## config.mk

```make
export PLATFORM = sky130hd
export DESIGN_NAME = fpdiv_round_pack_flat
export DESIGN_NICKNAME = d
export VERILOG_FILES = /design/src/rtl/fpdiv_pkg.sv /design/src/rtl/fpdiv_round_pack_if.sv /design/src/rtl/fpdiv_rne_round.sv /design/src/rtl/fpdiv_round_pack.sv /design/src/flat_wrapper.sv
export SDC_FILE = /design/constraint.sdc
export NUM_CORES = 1
export LEC_CHECK = 0
export ABC_CLOCK_PERIOD_IN_PS = 4120
export CORE_MARGIN = 10
export CORE_UTILIZATION = 50
export DETAILED_ROUTE_END_ITERATION = 8
export GPL_TIMING_DRIVEN = 0
export PLACE_DENSITY = 0.78
export SLEW_MARGIN = 20
export SYNTH_ARGS = -nofsm -noshare
export SYNTH_HDL_FRONTEND = slang
export SYNTH_SLANG_ARGS = --single-unit
```

## constraint.sdc

```tcl
create_clock -name CLOCK -period 4.12 [get_ports CLOCK]
set_input_delay 0.412 -clock CLOCK [delete_from_list [all_inputs] [get_ports CLOCK]]
set_output_delay 0.412 -clock CLOCK [all_outputs]
set_load 0.005 [all_outputs]
```

## src/rtl/fpdiv_pkg.sv

```systemverilog
// Shared types and constants for the fpdiv round/pack stage.
package fpdiv_pkg;

  localparam int BIAS    = 127;
  localparam int EXP_MAX = 255;

  localparam logic [31:0] QNAN = 32'h7FC0_0000;
  localparam logic [31:0] INF  = 32'h7F80_0000;

  typedef enum logic [1:0] {
    IDLE  = 2'd0,
    SHIFT = 2'd1,
    ROUND = 2'd2,
    HOLD  = 2'd3
  } state_e;

  typedef enum logic [1:0] {
    EXC_NONE    = 2'b00,
    EXC_UNDER   = 2'b01,
    EXC_OVER    = 2'b10,
    EXC_INVALID = 2'b11
  } exc_e;

  function automatic logic [31:0] pack_word(input logic       sign,
                                            input logic [7:0] field,
                                            input logic [22:0] frac);
    return {sign, field, frac};
  endfunction

endpackage

```

## src/rtl/fpdiv_round_pack_if.sv

```systemverilog
// Input (normalised quotient) and output (packed result) channels of fpdiv_round_pack.
interface fpdiv_round_pack_if #(
  parameter int UEXP_W = 10,
  parameter int FRAC_W = 23
);
  logic              in_valid;
  logic              in_ready;
  logic              in_sign;
  logic [UEXP_W-1:0] in_exp;
  logic [FRAC_W+2:0] in_mant;
  logic              in_sticky;
  logic              in_special;
  logic [31:0]       in_special_word;
  logic [1:0]        in_special_exc;
  logic              out_valid;
  logic              out_ready;
  logic [31:0]       out_word;
  logic [1:0]        out_exc;
  logic              out_inexact;

  modport master (
    output in_valid, in_sign, in_exp, in_mant, in_sticky,
           in_special, in_special_word, in_special_exc, out_ready,
    input  in_ready, out_valid, out_word, out_exc, out_inexact
  );

  modport slave (
    input  in_valid, in_sign, in_exp, in_mant, in_sticky,
           in_special, in_special_word, in_special_exc, out_ready,
    output in_ready, out_valid, out_word, out_exc, out_inexact
  );
endinterface

```

## src/rtl/fpdiv_rne_round.sv

```systemverilog
// Round-to-nearest-even of a 1.f mantissa with guard/round/sticky; handles
// carry-out into the exponent and subnormal-to-normal promotion.
module fpdiv_rne_round
  import fpdiv_pkg::*;
#(
  parameter int EXP_W  = 8,
  parameter int FRAC_W = 23
) (
  input  logic [FRAC_W+2:0] mant,
  input  logic              sticky,
  input  logic [EXP_W-1:0]  field_in,
  output logic [FRAC_W-1:0] frac,
  output logic [EXP_W-1:0]  field_out,
  output logic              inexact,
  output logic              overflow
);
  logic              lsb, g, r, inc;
  logic [FRAC_W+1:0] sum;
  logic [EXP_W:0]    field_inc;

  assign lsb       = mant[2];
  assign g         = mant[1];
  assign r         = mant[0];
  assign inc       = g & (r | sticky | lsb);
  assign sum       = {1'b0, mant[FRAC_W+2:2]} + {{(FRAC_W+1){1'b0}}, inc};
  assign inexact   = g | r | sticky;
  assign field_inc = {1'b0, field_in} + {{EXP_W{1'b0}}, 1'b1};

  always_comb begin
    frac      = sum[FRAC_W-1:0];
    field_out = field_in;
    overflow  = 1'b0;
    if (sum[FRAC_W+1]) begin
      // Mantissa rolled over to 2.0: renormalise by one and bump the exponent.
      frac      = sum[FRAC_W:1];
      field_out = field_inc[EXP_W-1:0];
      overflow  = (field_inc >= (EXP_W+1)'(EXP_MAX));
    end else if (field_in == '0 && sum[FRAC_W]) begin
      field_out = EXP_W'(1);
    end
  end
endmodule

```

## src/rtl/fpdiv_round_pack.sv

```systemverilog
// fpdiv final stage: RNE rounding, iterative denormalisation and IEEE-754 packing.
// Define FPDIV_RP_FTZ_EN to flush subnormal results to zero instead of shifting.
module fpdiv_round_pack
  import fpdiv_pkg::*;
#(
  parameter int EXP_W  = 8,
  parameter int FRAC_W = 23,
  parameter int UEXP_W = 10,
  parameter int BIAS   = fpdiv_pkg::BIAS
) (
  input logic          CLOCK,
  input logic          RESET_N,
  fpdiv_round_pack_if.slave bus
);
  localparam int CNT_W = $clog2(FRAC_W + 3);
  localparam logic signed [UEXP_W:0] BIAS_S    = (UEXP_W+1)'(BIAS);
  localparam logic signed [UEXP_W:0] EXP_MAX_S = (UEXP_W+1)'(EXP_MAX);
  localparam logic signed [UEXP_W:0] ONE_S     = (UEXP_W+1)'(1);
  localparam logic signed [UEXP_W:0] DEEP_S    = (UEXP_W+1)'(1 - (FRAC_W + 2));

  state_e              state_q, state_d;
  logic                sign_q, sign_d;
  logic [FRAC_W+2:0]   mant_q, mant_d;
  logic                sticky_q, sticky_d;
  logic [EXP_W-1:0]    field_q, field_d;
  logic [CNT_W-1:0]    cnt_q, cnt_d;
  logic [31:0]         word_q, word_d;
  exc_e                exc_q, exc_d;
  logic                inexact_q, inexact_d;

  logic signed [UEXP_W:0] be, shift_amt;
  logic [FRAC_W-1:0]   rnd_frac;
  logic [EXP_W-1:0]    rnd_field;
  logic                rnd_inexact, rnd_overflow;

  assign be        = $signed({bus.in_exp[UEXP_W-1], bus.in_exp}) + BIAS_S;
  assign shift_amt = ONE_S - be;

  fpdiv_rne_round #(.EXP_W(EXP_W), .FRAC_W(FRAC_W)) u_round (
    .mant      (mant_q),
    .sticky    (sticky_q),
    .field_in  (field_q),
    .frac      (rnd_frac),
    .field_out (rnd_field),
    .inexact   (rnd_inexact),
    .overflow  (rnd_overflow)
  );

  always_comb begin
    // NOTE: every always_comb output gets a default first so no path can infer a latch.
    state_d   = state_q;
    sign_d    = sign_q;
    mant_d    = mant_q;
    sticky_d  = sticky_q;
    field_d   = field_q;
    cnt_d     = cnt_q;
    word_d    = word_q;
    exc_d     = exc_q;
    inexact_d = inexact_q;
    unique case (state_q)
      IDLE: if (bus.in_valid) begin
        sign_d   = bus.in_sign;
        mant_d   = bus.in_mant;
        sticky_d = bus.in_sticky;
        if (bus.in_special) begin
          word_d    = bus.in_special_word;
          exc_d     = exc_e'(bus.in_special_exc);
          inexact_d = 1'b0;
          state_d   = HOLD;
        end else if (be >= EXP_MAX_S) begin
          word_d    = INF | {bus.in_sign, 31'd0};
          exc_d     = EXC_OVER;
          inexact_d = 1'b1;
          state_d   = HOLD;
        end else if (be >= ONE_S) begin
          field_d = be[EXP_W-1:0];
          state_d = ROUND;
`ifdef FPDIV_RP_FTZ_EN
        end else begin
          word_d    = {bus.in_sign, 31'd0};
          exc_d     = EXC_UNDER;
          inexact_d = 1'b1;
          state_d   = HOLD;
        end
`else
        end else if (be < DEEP_S) begin
          // Every significant bit would be shifted past the round position.
          word_d    = {bus.in_sign, 31'd0};
          exc_d     = EXC_UNDER;
          inexact_d = 1'b1;
          state_d   = HOLD;
        end else begin
          field_d = '0;
          cnt_d   = shift_amt[CNT_W-1:0];
          state_d = SHIFT;
        end
`endif
      end
      SHIFT: begin
        mant_d   = mant_q >> 1;
        sticky_d = sticky_q | mant_q[0];
        cnt_d    = cnt_q - CNT_W'(1);
        if (cnt_q == CNT_W'(1)) state_d = ROUND;
      end
      ROUND: begin
        inexact_d = rnd_inexact;
        if (rnd_overflow) begin
          word_d = INF | {sign_q, 31'd0};
          exc_d  = EXC_OVER;
        end else begin
          word_d = pack_word(sign_q, rnd_field, rnd_frac);
          exc_d  = (rnd_field == '0 && rnd_inexact) ? EXC_UNDER : EXC_NONE;
        end
        state_d = HOLD;
      end
      HOLD: if (bus.out_ready) state_d = IDLE;
      default: state_d = IDLE;
    endcase
  end

  always_ff @(posedge CLOCK or negedge RESET_N) begin
    if (!RESET_N) begin
      state_q   <= IDLE;
      sign_q    <= 1'b0;
      mant_q    <= '0;
      sticky_q  <= 1'b0;
      field_q   <= '0;
      cnt_q     <= '0;
      word_q    <= '0;
      exc_q     <= EXC_NONE;
      inexact_q <= 1'b0;
    end else begin
      // NOTE: non-blocking so every flop samples the pre-edge value of its peers.
      state_q   <= state_d;
      sign_q    <= sign_d;
      mant_q    <= mant_d;
      sticky_q  <= sticky_d;
      field_q   <= field_d;
      cnt_q     <= cnt_d;
      word_q    <= word_d;
      exc_q     <= exc_d;
      inexact_q <= inexact_d;
    end
  end

  assign bus.in_ready    = (state_q == IDLE);
  assign bus.out_valid   = (state_q == HOLD);
  assign bus.out_word    = word_q;
  assign bus.out_exc     = exc_q;
  assign bus.out_inexact = inexact_q;
endmodule

```

## src/flat_wrapper.sv

```systemverilog
// flat-port wrapper written by rule: the top's interface ports become plain ports
module fpdiv_round_pack_flat import fpdiv_pkg::*;
#(
  parameter int EXP_W  = 8,
  parameter int FRAC_W = 23,
  parameter int UEXP_W = 10,
  parameter int BIAS   = fpdiv_pkg::BIAS
)
  (CLOCK, RESET_N, bus_in_valid, bus_in_sign, bus_in_exp, bus_in_mant, bus_in_sticky, bus_in_special, bus_in_special_word, bus_in_special_exc, bus_out_ready, bus_in_ready, bus_out_valid, bus_out_word, bus_out_exc, bus_out_inexact);
  fpdiv_round_pack_if #(.UEXP_W(UEXP_W), .FRAC_W(FRAC_W)) bus_i ();
  input logic CLOCK;
  input logic RESET_N;
  input wire logic [$bits(bus_i.in_valid)-1:0] bus_in_valid;
  input wire logic [$bits(bus_i.in_sign)-1:0] bus_in_sign;
  input wire logic [$bits(bus_i.in_exp)-1:0] bus_in_exp;
  input wire logic [$bits(bus_i.in_mant)-1:0] bus_in_mant;
  input wire logic [$bits(bus_i.in_sticky)-1:0] bus_in_sticky;
  input wire logic [$bits(bus_i.in_special)-1:0] bus_in_special;
  input wire logic [$bits(bus_i.in_special_word)-1:0] bus_in_special_word;
  input wire logic [$bits(bus_i.in_special_exc)-1:0] bus_in_special_exc;
  input wire logic [$bits(bus_i.out_ready)-1:0] bus_out_ready;
  output wire logic [$bits(bus_i.in_ready)-1:0] bus_in_ready;
  output wire logic [$bits(bus_i.out_valid)-1:0] bus_out_valid;
  output wire logic [$bits(bus_i.out_word)-1:0] bus_out_word;
  output wire logic [$bits(bus_i.out_exc)-1:0] bus_out_exc;
  output wire logic [$bits(bus_i.out_inexact)-1:0] bus_out_inexact;
  assign bus_i.in_valid = bus_in_valid;
  assign bus_i.in_sign = bus_in_sign;
  assign bus_i.in_exp = bus_in_exp;
  assign bus_i.in_mant = bus_in_mant;
  assign bus_i.in_sticky = bus_in_sticky;
  assign bus_i.in_special = bus_in_special;
  assign bus_i.in_special_word = bus_in_special_word;
  assign bus_i.in_special_exc = bus_in_special_exc;
  assign bus_i.out_ready = bus_out_ready;
  assign bus_in_ready = bus_i.in_ready;
  assign bus_out_valid = bus_i.out_valid;
  assign bus_out_word = bus_i.out_word;
  assign bus_out_exc = bus_i.out_exc;
  assign bus_out_inexact = bus_i.out_inexact;
  fpdiv_round_pack #(.EXP_W(EXP_W), .FRAC_W(FRAC_W), .UEXP_W(UEXP_W), .BIAS(BIAS)) u_core (.CLOCK(CLOCK), .RESET_N(RESET_N), .bus(bus_i));
endmodule
```

==> impl_metrics.csv <==
group,metric,value,unit
pwr,swShare,44.0,%
pwr,p_leak,2.76,nW
timing,fin_skew,0.0131,ns
yosys,synth.cell_area,5470,um2
cells_and_area,num-nets-final,874,
clock_tree,cts_sinks,78,
yosys,synth_nets,754,
drt,drtPass1Iterations,5,
drt,routed_wl,15.8,mm
pwr,internal_power,2.58,mW
timing,fin_hold_ws,0.309,ns
place,hpwlAfterDp,12.5,mm
min_path,hold_end,"u_core.field_q[0]$_DFFE_PN0P_",
cells_and_area,final_common_cell,"clkdlybuf4s50_1",
worst_setup_path,cp.arrival,3.95,ns
floorplanning,die_x,125,um
yosys,ys_seq_area_share,35.7,%
pwr,power_switching,2.03,mW
timing,rsz0062_at_grt,"no",
timing,period_share,89.9,%
pwr,pwr-share-seq,32.1,%
yosys,synth-main-ff-cell,"dfrtp_1",
yosys,synth_area_leaders,"dfrtp_1 36%, mux2i_1 5.9%, nand2_1 5.7%, o21ai_0 5.5%, nor2_1 5.0%",
yosys,netlist.top_cell.by_area,"dfrtp_1",
yosys,synth.distinct_cells,70,
yosys,synth_warnings,0,
clock_tree,ctsRootBufferMaster,"clkbuf_8",
clock_tree,cts_tree,"built",
grt,grt_pass1_vias,5120,
timing,final.setup.tns,0,ns
worst_setup_path,r2r-start,"u_core.mant_q[5]$_DFFE_PN0P_",
clock_tree,clk_path_buf_depth,2,
drt,ant_nets,0,
worst_setup_path,critical_path.max_fanout,10,
place,numPortBuffers,107,
cells_and_area,diodes,0,
clock_tree,htreeDepth,3,
worst_setup_path,rr_worst_depth,9,
place,routabilityCongestion,0.891,
timing,setup_viol,0,
drt,wl_per_cell,17.0,um
yosys,ys_ff_latch,78,
worst_setup_path,end_kind,"flip-flop",
floorplanning,ioPinCount,114,
yosys,netlist.area_leader.share,35.7,%
floorplanning,rows,38,
worst_setup_path,rrSetupSlack,1.06,ns
min_path,hold_path_class,"input pin to flip-flop",
flow_run,maxCapViolations,0,
yosys,synthCells,663,
timing,final.min_clock_period,3.70,ns
worst_setup_path,startpoint_type,"input pin",
pwr,vdd_drop_max,0.000390,V
drt,drcViolationCount,0,
yosys,ys_async_sr_fraction,100,%
worst_setup_path,path_class,"input pin to flip-flop",
cells_and_area,area_growth,27.2,%
drt,vias_per_cell,5.77,
floorplanning,die_h,125,um
grt,grt_pass1_wl,26.0,mm
outcome,status,"finished, final reports clean",
clock_tree,clock_latency,0.36,ns
min_path,worstHoldPathCells,2,
drt,num_vias,5358,
clock_tree,path_clk_slew,0.09,ns
yosys,syn_avg_cell_area,8.25,um2
grt,grt_antenna_before_repair,0,
timing,max_freq,270,MHz
floorplanning,initial_core_util,50.6,%
grt,grt.total_usage,19.9,%
min_path,hp-start,"bus_in_exp[0]",
grt,grt_max_degree,49,
timing,relSlewSlack,46.3,%
floorplanning,die-area,15500,um2
timing,worst_pin_slew,0.802,ns
pwr,p_comb_share,54.8,%
cells_and_area,layout_common_cells,"106 x clkdlybuf4s50_1, 83 x nand2_1, 78 x dfrtp_1",
pwr,clkPwrFrac,13.1,%
floorplanning,fp.coreArea,10800,um2
worst_setup_path,critPathRequiredTime,4.36,ns
yosys,synth-edff-count,0,
drt,initialDrtViolationCount,453,
clock_tree,cts_buffers,9,
cells_and_area,drive_gt1_share,6.47,%
clock_tree,cts_setup_buffers,0,
worst_setup_path,r2r-end,"u_core.bus.out_word[28]$_DFFE_PN0P_",
pwr,p_per_area,662,nW/um2
timing,hold_viol_final,0,
timing,drv_slew,0,
cells_and_area,post-route-util,64.4,%
grt,overflow,0,
[how the worst max path moves through the flow]
stage,start,slack (ns),endpoint
detailed placement,bus_in_exp[1],0.11,u_core.cnt_q[4]$_DFFE_PN0P_
global route,bus_in_exp[1],0.14,u_core.cnt_q[4]$_DFFE_PN0P_
floorplan,bus_in_exp[0],1.08,u_core.cnt_q[4]$_DFFE_PN0P_
CTS,bus_in_exp[1],0.46,u_core.cnt_q[4]$_DFFE_PN0P_
finish,bus_in_exp[1],0.42,u_core.cnt_q[4]$_DFFE_PN0P_
global placement,RESET_N,-0.09,u_core.bus.out_word[25]$_DFFE_PN0P_
[metal layers]
metal	vias up	global-route usage [%]	routed length [um]	part of all wire, %
met5	-	0	0	0
met4	0	5.00	221	1.4
met3	18	4.85	1090	6.9
met2	195	31.2	7120	45
met1	2549	26.9	7380	47
li1	2596	-	-	-
[worst max-delay path: stages]
cell	delay, ns
clkdlybuf4s50_1	0.62
inv_1	0.08
ha_1	0.24
buf_1	0.27
xnor2_1	0.42
ha_1	0.26
nand2_1	0.09
nor3_1	0.12
and3_1	0.18
o211a_1	0.16
o32a_1	0.17
clkbuf_1	0.36
nand3_1	0.24
nor4_1	0.27
a211oi_1	0.07
[Yosys cell counts (4+ instances only)]
cell type and n:
nand2_1 83, dfrtp_1 78, nor2_1 73, o21ai_0 60
a21oi_1 43, clkbuf_1 34, mux2i_1 32, inv_1 22
nand3_1 20, xnor2_1 20, nor3_1 19, ha_1 14
o31ai_1 14, xor2_1 14, nand4_1 13, and3_1 8
a211oi_1 6, a31oi_1 6, buf_2 6, o41ai_1 6
and2_1 5, nor2b_1 5, buf_6 4, nand2b_1 4
nor4_1 4, o211ai_1 4, or2_2 4
[per-stage QoR]
step | setup WS, ns | cell area (um2) | power [mW] | cells
2_1_floorplan | 1.08 | 5470 | 3.04 | 663
3_3_place_gp | -0.0872 | 6710 | 3.90 | 910
3_5_place_dp | 0.112 | 6740 | 4.00 | 911
4_1_cts | 0.464 | 6960 | 4.61 | 928
5_1_grt | 0.136 | 6960 | 5.02 | 928
6_report | 0.418 | 6960 | 4.61 | 928
[kinds of logic after synthesis]
| group | count (synthesis) | synth area share (%) |
|---|---|---|
| muxes | 34 | 6.27 |
| and+or+nand+nor | 255 | 22.1 |
| buffers and inverters | 70 | 5.56 |
| AOI/OAI and AO/OA | 178 | 21.7 |
| xor gates and xnor gates | 34 | 5.45 |
| adders and majority gates | 14 | 3.20 |
| DFF | 78 | 35.7 |
[area by class of cell]
cell class,count,area (um2)
clock inverter,6,70.1
tap,140,175
inverter,22,82.6
sequential,78,1950
fill,918,3840
timing repair buffer,109,1110
clock buffer,10,138
multi-input combinational,515,3210
buffer,48,221
[repair_timing]
action	CTS	global route
gates resized for setup	0	0
hold buffers	1	0
endpoints found under the hold margin	10	0
[power by group through the flow]
stage	clock network (mW)	registers, mW	logic (mW)
after floorplan	0	1.41	1.63
after global placement	0	1.46	2.44
after detailed placement	0	1.48	2.52
after CTS	0.613	1.47	2.53
after global routing	0.648	1.53	2.84
final	0.604	1.48	2.53
[registers in the layout, indices dropped and copies added (netlist names)]
name	flops
u_core.cnt_q	5
u_core.bus.out_inexact	1
u_core.sign_q	1
u_core.state_q	2
u_core.mant_q	26
u_core.field_q	8
u_core.bus.out_word	32
u_core.bus.out_exc	2
u_core.sticky_q	1
No activity file was read; power rests on OpenSTA's default activity.
